## src/rtl/fifo_arb_pkg.sv

```systemverilog
// Shared types and constants for the FIFO push-port arbiter.
// Holds the flush-sequencer state encoding and the FIFO flag constants.
package fifo_arb_pkg;

  typedef enum logic [1:0] {
    RUN   = 2'd0,
    DRAIN = 2'd1,
    FLUSH = 2'd2
  } arb_state_e;

  localparam logic [3:0] FLAG_FULL  = 4'h0;
  localparam int         DROP_CNT_W = 16;

endpackage

```

## src/rtl/fifo_push_arbiter_rr_pick.sv

```systemverilog
// Combinational rotating-priority picker: one-hot winner is the first set
// request at or above p, wrapping to the lowest set request otherwise.
module rr_pick #(
  parameter int NUM_REQ = 4,
  parameter int PTR_W   = 2
) (
  input  logic [NUM_REQ-1:0] req,
  input  logic [PTR_W-1:0]   p,
  output logic [NUM_REQ-1:0] winner
);

  logic [NUM_REQ-1:0] mask;
  logic [NUM_REQ-1:0] upper;

  // Isolate the lowest set bit with x & -x, preferring requests at or above p.
  always_comb begin
    for (int i = 0; i < NUM_REQ; i++) begin
      mask[i] = (i >= int'(p));
    end
    upper = req & mask;
    if (|upper) begin
      winner = upper & (~upper + NUM_REQ'(1));
    end else begin
      winner = req & (~req + NUM_REQ'(1));
    end
  end

endmodule

```

## src/rtl/fifo_push_arbiter.sv

```systemverilog
// Round-robin arbiter sharing one FIFO push port between NUM_REQ byte producers,
// with full-flag back-pressure and a push-side flush sequencer. Option macro: PUSH_BURST_LOCK_EN.
module fifo_push_arbiter
  import fifo_arb_pkg::*;
#(
  parameter int NUM_REQ      = 4,
  parameter int FLUSH_CYCLES = 4,
  parameter int MAX_BURST    = 4
) (
  input  logic                  Sys_Clk,
  input  logic                  Sys_Rst_N,
  input  logic [NUM_REQ-1:0]    Req,
  input  logic [8*NUM_REQ-1:0]  Req_Data,
  output logic [NUM_REQ-1:0]    Gnt,
  input  logic                  Flush_Req,
  output logic                  Flush_Busy,
  input  logic [3:0]            Fifo_Push_Flag,
  input  logic                  Fifo_Almost_Full,
  output logic [7:0]            Fifo_Din,
  output logic                  Fifo_Push,
  output logic                  Fifo_Push_Flush,
  output logic [DROP_CNT_W-1:0] Drop_Cnt
);

  localparam int PTR_W = (NUM_REQ > 1) ? $clog2(NUM_REQ) : 1;

  if (NUM_REQ < 2 || NUM_REQ > 8) begin : g_bad_num_req
    $error("fifo_push_arbiter: NUM_REQ must be 2..8");
  end
  if (FLUSH_CYCLES < 1 || FLUSH_CYCLES > 15) begin : g_bad_flush_cycles
    $error("fifo_push_arbiter: FLUSH_CYCLES must be 1..15");
  end
  if (MAX_BURST < 1 || MAX_BURST > 16) begin : g_bad_max_burst
    $error("fifo_push_arbiter: MAX_BURST must be 1..16");
  end

  function automatic logic [DROP_CNT_W-1:0] sat_inc(input logic [DROP_CNT_W-1:0] v);
    return (&v) ? v : v + DROP_CNT_W'(1);
  endfunction

  arb_state_e         state;
  arb_state_e         state_nxt;
  logic [3:0]         flush_cnt;
  logic [3:0]         flush_cnt_nxt;
  logic [PTR_W-1:0]   ptr;
  logic               stall;
  logic               accept;
  logic [NUM_REQ-1:0] rr_gnt;
  logic [NUM_REQ-1:0] gnt;
  logic [PTR_W-1:0]   gnt_idx_p0;
  logic [7:0]         gnt_byte_p0;

  // Fifo_Push term: the byte already in flight when Almost_Full rises still lands.
  assign stall = !Sys_Rst_N || (state != RUN) || (Fifo_Push_Flag == FLAG_FULL) ||
                 (Fifo_Almost_Full && Fifo_Push);

  rr_pick #(
    .NUM_REQ(NUM_REQ),
    .PTR_W  (PTR_W)
  ) u_rr_pick (
    .req   (Req),
    .p     (ptr),
    .winner(rr_gnt)
  );

`ifdef PUSH_BURST_LOCK_EN
  localparam int BCNT_W = 5;

  logic               lock_vld;
  logic [NUM_REQ-1:0] lock_oh;
  logic               lock_hit;
  logic [BCNT_W-1:0]  burst_cnt;
  logic [BCNT_W-1:0]  burst_nxt;

  // The lock survives only while its owner keeps requesting; otherwise fall back to rr from ptr.
  assign lock_hit = lock_vld && |(lock_oh & Req);

  always_comb begin
    gnt       = '0;
    burst_nxt = BCNT_W'(1);
    if (!stall) begin
      gnt = lock_hit ? lock_oh : rr_gnt;
    end
    if (lock_hit) begin
      burst_nxt = burst_cnt + BCNT_W'(1);
    end
  end

  always_ff @(posedge Sys_Clk) begin
    if (!Sys_Rst_N) begin
      lock_vld  <= 1'b0;
      burst_cnt <= '0;
    end else if (accept) begin
      burst_cnt <= burst_nxt;
      lock_vld  <= (burst_nxt < BCNT_W'(MAX_BURST));
    end else begin
      lock_vld  <= 1'b0;
    end
  end

  always_ff @(posedge Sys_Clk) begin
    if (accept) begin
      lock_oh <= gnt;
    end
  end
`else
  always_comb begin
    gnt = '0;
    if (!stall) begin
      gnt = rr_gnt;
    end
  end
`endif

  assign Gnt    = gnt;
  assign accept = |gnt;

  always_comb begin
    gnt_idx_p0  = '0;
    gnt_byte_p0 = '0;
    for (int i = 0; i < NUM_REQ; i++) begin
      if (gnt[i]) begin
        gnt_idx_p0  = PTR_W'(i);
        gnt_byte_p0 = Req_Data[8*i +: 8];
      end
    end
  end

  always_comb begin
    state_nxt       = state;
    flush_cnt_nxt   = flush_cnt;
    Flush_Busy      = 1'b0;
    Fifo_Push_Flush = 1'b0;
    case (state)
      RUN: begin
        if (Flush_Req) begin
          state_nxt = DRAIN;
        end
      end
      DRAIN: begin
        Flush_Busy    = 1'b1;
        state_nxt     = FLUSH;
        flush_cnt_nxt = 4'(FLUSH_CYCLES - 1);
      end
      FLUSH: begin
        Flush_Busy      = 1'b1;
        Fifo_Push_Flush = 1'b1;
        if (flush_cnt == 4'd0) begin
          state_nxt = RUN;
        end else begin
          flush_cnt_nxt = flush_cnt - 4'd1;
        end
      end
      default: state_nxt = RUN;
    endcase
  end

  always_ff @(posedge Sys_Clk) begin
    if (!Sys_Rst_N) begin
      state     <= RUN;
      flush_cnt <= '0;
      ptr       <= '0;
      Drop_Cnt  <= '0;
    end else begin
      state     <= state_nxt;
      flush_cnt <= flush_cnt_nxt;
      if (accept) begin
        ptr <= (gnt_idx_p0 == PTR_W'(NUM_REQ - 1)) ? '0 : gnt_idx_p0 + PTR_W'(1);
      end
      if (Flush_Req && (state != RUN)) begin
        Drop_Cnt <= sat_inc(Drop_Cnt);
      end
    end
  end

  // p0 -> p1: accepted byte is presented to the FIFO one cycle after Gnt.
  always_ff @(posedge Sys_Clk) begin
    if (!Sys_Rst_N) begin
      Fifo_Push <= 1'b0;
      Fifo_Din  <= '0;
    end else begin
      Fifo_Push <= accept;
      if (accept) begin
        Fifo_Din <= gnt_byte_p0;
      end
    end
  end

endmodule

```

## config.mk

```make
export PLATFORM = sky130hd
export DESIGN_NAME = fifo_push_arbiter
export DESIGN_NICKNAME = d
export VERILOG_FILES = /design/src/rtl/fifo_arb_pkg.sv /design/src/rtl/fifo_push_arbiter_rr_pick.sv /design/src/rtl/fifo_push_arbiter.sv
export SDC_FILE = /design/constraint.sdc
export NUM_CORES = 1
export LEC_CHECK = 0
export CAP_MARGIN = 20
export CORE_AREA = 3 3 68 70
export DETAILED_ROUTE_END_ITERATION = 16
export DIE_AREA = 0 0 71 73
export GPL_ROUTABILITY_DRIVEN = 0
export GPL_TIMING_DRIVEN = 1
export PLACE_DENSITY = 0.81
export SYNTH_ARGS = -nofsm -noshare
export SYNTH_HDL_FRONTEND = slang
export SYNTH_SLANG_ARGS = --single-unit
```

## constraint.sdc

```tcl
create_clock -name Sys_Clk -period 4 [get_ports Sys_Clk]
set_input_delay 0.8 -clock Sys_Clk [delete_from_list [all_inputs] [get_ports Sys_Clk]]
set_output_delay 0.8 -clock Sys_Clk [all_outputs]
set_load 0.02 [all_outputs]
```

==> reports/metrics.cfg <==
[run_status]
outcome = completed

[final_layout]
layoutNonFillerInstCount = 339
fin_area_sq_um = 2835
nNetsFinal = 338
area_growth_pct = 47.53
fillers = 332
antenna_cells = 0
drive_gt1_share_pct = 7.612
post-route-util_pct = 70.37

[timing]
worstMarginPinSlew_ns = 0.7851
hold_ws_ns = 0.4653
rsz0062_at_grt = no
clock.fmax_mhz = 282.5
fin_skew_ns = 0.006943
setup_slack_ns = 0.4605
tns_ns = 0
setup_viol = 0
maxSlewViolCount = 0
period_share_pct = 88.49
finalHoldViolations = 0
slew_headroom_pct = 47.37
fin_crit_ns = 3.539

[grt]
grt_pass1_vias = 1792
antenna_found_initial = 0
grt_pass1_wl_um = 7790
grt.total_usage_pct = 18.74
grt.overflow.total = 0
grt_max_degree = 30

[synthesis]
synth_edf_count = 0
synthesis.area_sq_um = 1922
synthFlopType = dfxtp_1
yosys_warnings = 0
syn_inst = 213
synth_area_leaders = dfxtp_1 34%, xor2_1 5.9%, and2_1 5.2%
syn-num-nets = 263
syn_avg_cell_area_sq_um = 9.023
synth_commonest_cells = 33 x dfxtp_1, 16 x and2_1, 14 x nand2_1
ys_async_sr_fraction_pct = 0
yosysTopAreaCell = dfxtp_1
ys_types = 47
ys_seq_area_share_pct = 34.38
synth_top_area_share_pct = 34.38
synth-seq-cells = 33
synth_most_common_cell = dfxtp_1

[floorplanning]
initial_core_util_pct = 47.70
dieWidth_um = 71
core_area_sq_um = 4029
die-area_sq_um = 5183
ios = 75
rows = 23
die_h_um = 73

[clock_network]
cts_resized = 0
cts.sinks = 33
hold_buffers = 0
clock_path_buffers = 2
clk_pin_slew_worst_paths_ns = 0.07
htreeDepth = 2
cts-root-buf = clkbuf_8
cts_made_buffers = 5
cts_tree = yes
post_cts_buffers = 0
clock_latency_ns = 0.28

[job]
cap_viol_max_count = 0

[power]
power.total_mw = 1.101
leakage_nw = 1.164
p_per_area_nw_per_um2 = 388.4
ir_drop_mv = 0.2366

[critical_path]
timing.rr.start = state[0]
reg2reg_depth = 7
cp.required_ns = 3.20
reg2reg_setup_slack_ns = 1.89
endpoint_kind = output port
critical_path_class = input pin to output port
cp.arrival_ns = 2.74
r2r_end = Drop_Cnt[13]
critPathLaunchType = input pin
cp_max_fo = 14

[worst_hold_path]
hold_depth = 1
min_to = Fifo_Din[6]
hp-class = flip-flop to flip-flop
min_from = Fifo_Din[6]

[detailed_routing]
post_drt_wl_per_cell_um = 13.71
wl_met2_um = 2234
drc = 0
drt-total-wl_um = 4646
drt-met1-wl_um = 1887
detail-route-antenna-nets = 0
vias = 1855
dr.pass1.iters = 6
initialDrtViolationCount = 141
vias_per_cell = 5.472
routed.top_layer = met4
wl_met3_um = 445

[placement]
dp.cells = 331
place_hpwl_um = 3577
dp_slack_ns = 0.4397
placedInstanceArea_sq_um = 2715
io_buffers = 74

## routing by layer
layer	track usage, %	vias up
li1	-	927
met1	21.78	836
met2	31.72	84
met3	6.336	8
met4	7.516	0
met5	0	-
## worst max-delay path, stage by stage
cell	delay [ns]
clkdlybuf4s50_1	0.49
and2b_1	0.21
nor3b_1	0.26
o311a_4	0.33
clkdlybuf4s50_1	0.64
## logic make-up after synthesis
group	count (synthesis)	synth area share, %
buffers and inverters	21	4.427
AOI/OAI and AO/OA	51	23.89
and+or+nand+nor	85	25.39
adders and majority gates	6	3.906
xor gates and xnor gates	13	5.925
DFF	33	34.37
muxes	4	2.083
## sequential cells by signal (all words and copies together) (netlist names)
signal,cells
state,2
flush_cnt,4
Fifo_Push,1
ptr,2
Drop_Cnt,16
Fifo_Din,8
## layout make-up
type                            count  area (sq um)  area share (%)
Clock buffer                        6         82.58           2.913
Clock inverter                      2         37.54           1.324
Inverter                           10         37.54           1.324
Multi-Input combinational cell    159          1176           41.48
Sequential cell                    33         660.6           23.30
Tap cell                           50         62.56           2.207
Timing Repair Buffer               79         778.2           27.45
## how the worst max path moves through the flow
stage          slack (ns)  startpoint  endpoint
4_1_cts              0.44   Sys_Rst_N    Gnt[3]
3_5_place_dp         0.44   Sys_Rst_N    Gnt[3]
5_1_grt              0.37   Sys_Rst_N    Gnt[0]
6_report             0.46      Req[2]    Gnt[0]
3_3_place_gp         0.44   Sys_Rst_N    Gnt[3]
2_1_floorplan        1.35   Sys_Rst_N    Gnt[3]
## where the power goes
| group | switching, mW | leakage [nW] | total (mW) | internal (mW) |
|---|---|---|---|---|
| combinational | 0.178 | 0.837 | 0.369 | 0.191 |
| clock | 0.120 | 0.0574 | 0.323 | 0.202 |
| sequential | 0.0340 | 0.269 | 0.410 | 0.376 |
## layout by cell type (no fill, tap or decap), types with 2 or more instances in the layout
master / synthesis / layout
nand3_1: 7 / 7
o21ai_0: 3 / 3
dfxtp_1: 33 / 33
a2111oi_2: 3 / 3
a222oi_1: 7 / 7
nor3_1: 3 / 3
a211oi_1: 5 / 5
buf_4: 0 / 5
and2_1: 16 / 16
nor2b_1: 5 / 5
a21boi_0: 3 / 3
inv_1: 10 / 10
o2bb2ai_1: 7 / 7
clkbuf_8: 0 / 6
nand4_1: 3 / 3
and4_1: 2 / 2
mux2i_1: 4 / 4
clkdlybuf4s50_1: 0 / 74
or3_1: 2 / 2
o21bai_1: 2 / 2
and3_1: 3 / 3
xor2_1: 13 / 13
nor4b_1: 2 / 2
ha_1: 6 / 6
a21oi_1: 5 / 5
nand2b_1: 12 / 12
nand2_1: 14 / 14
nor2_1: 10 / 10
a31oi_1: 2 / 2
o31ai_1: 2 / 2
No activity file was read; power rests on OpenSTA's default activity.
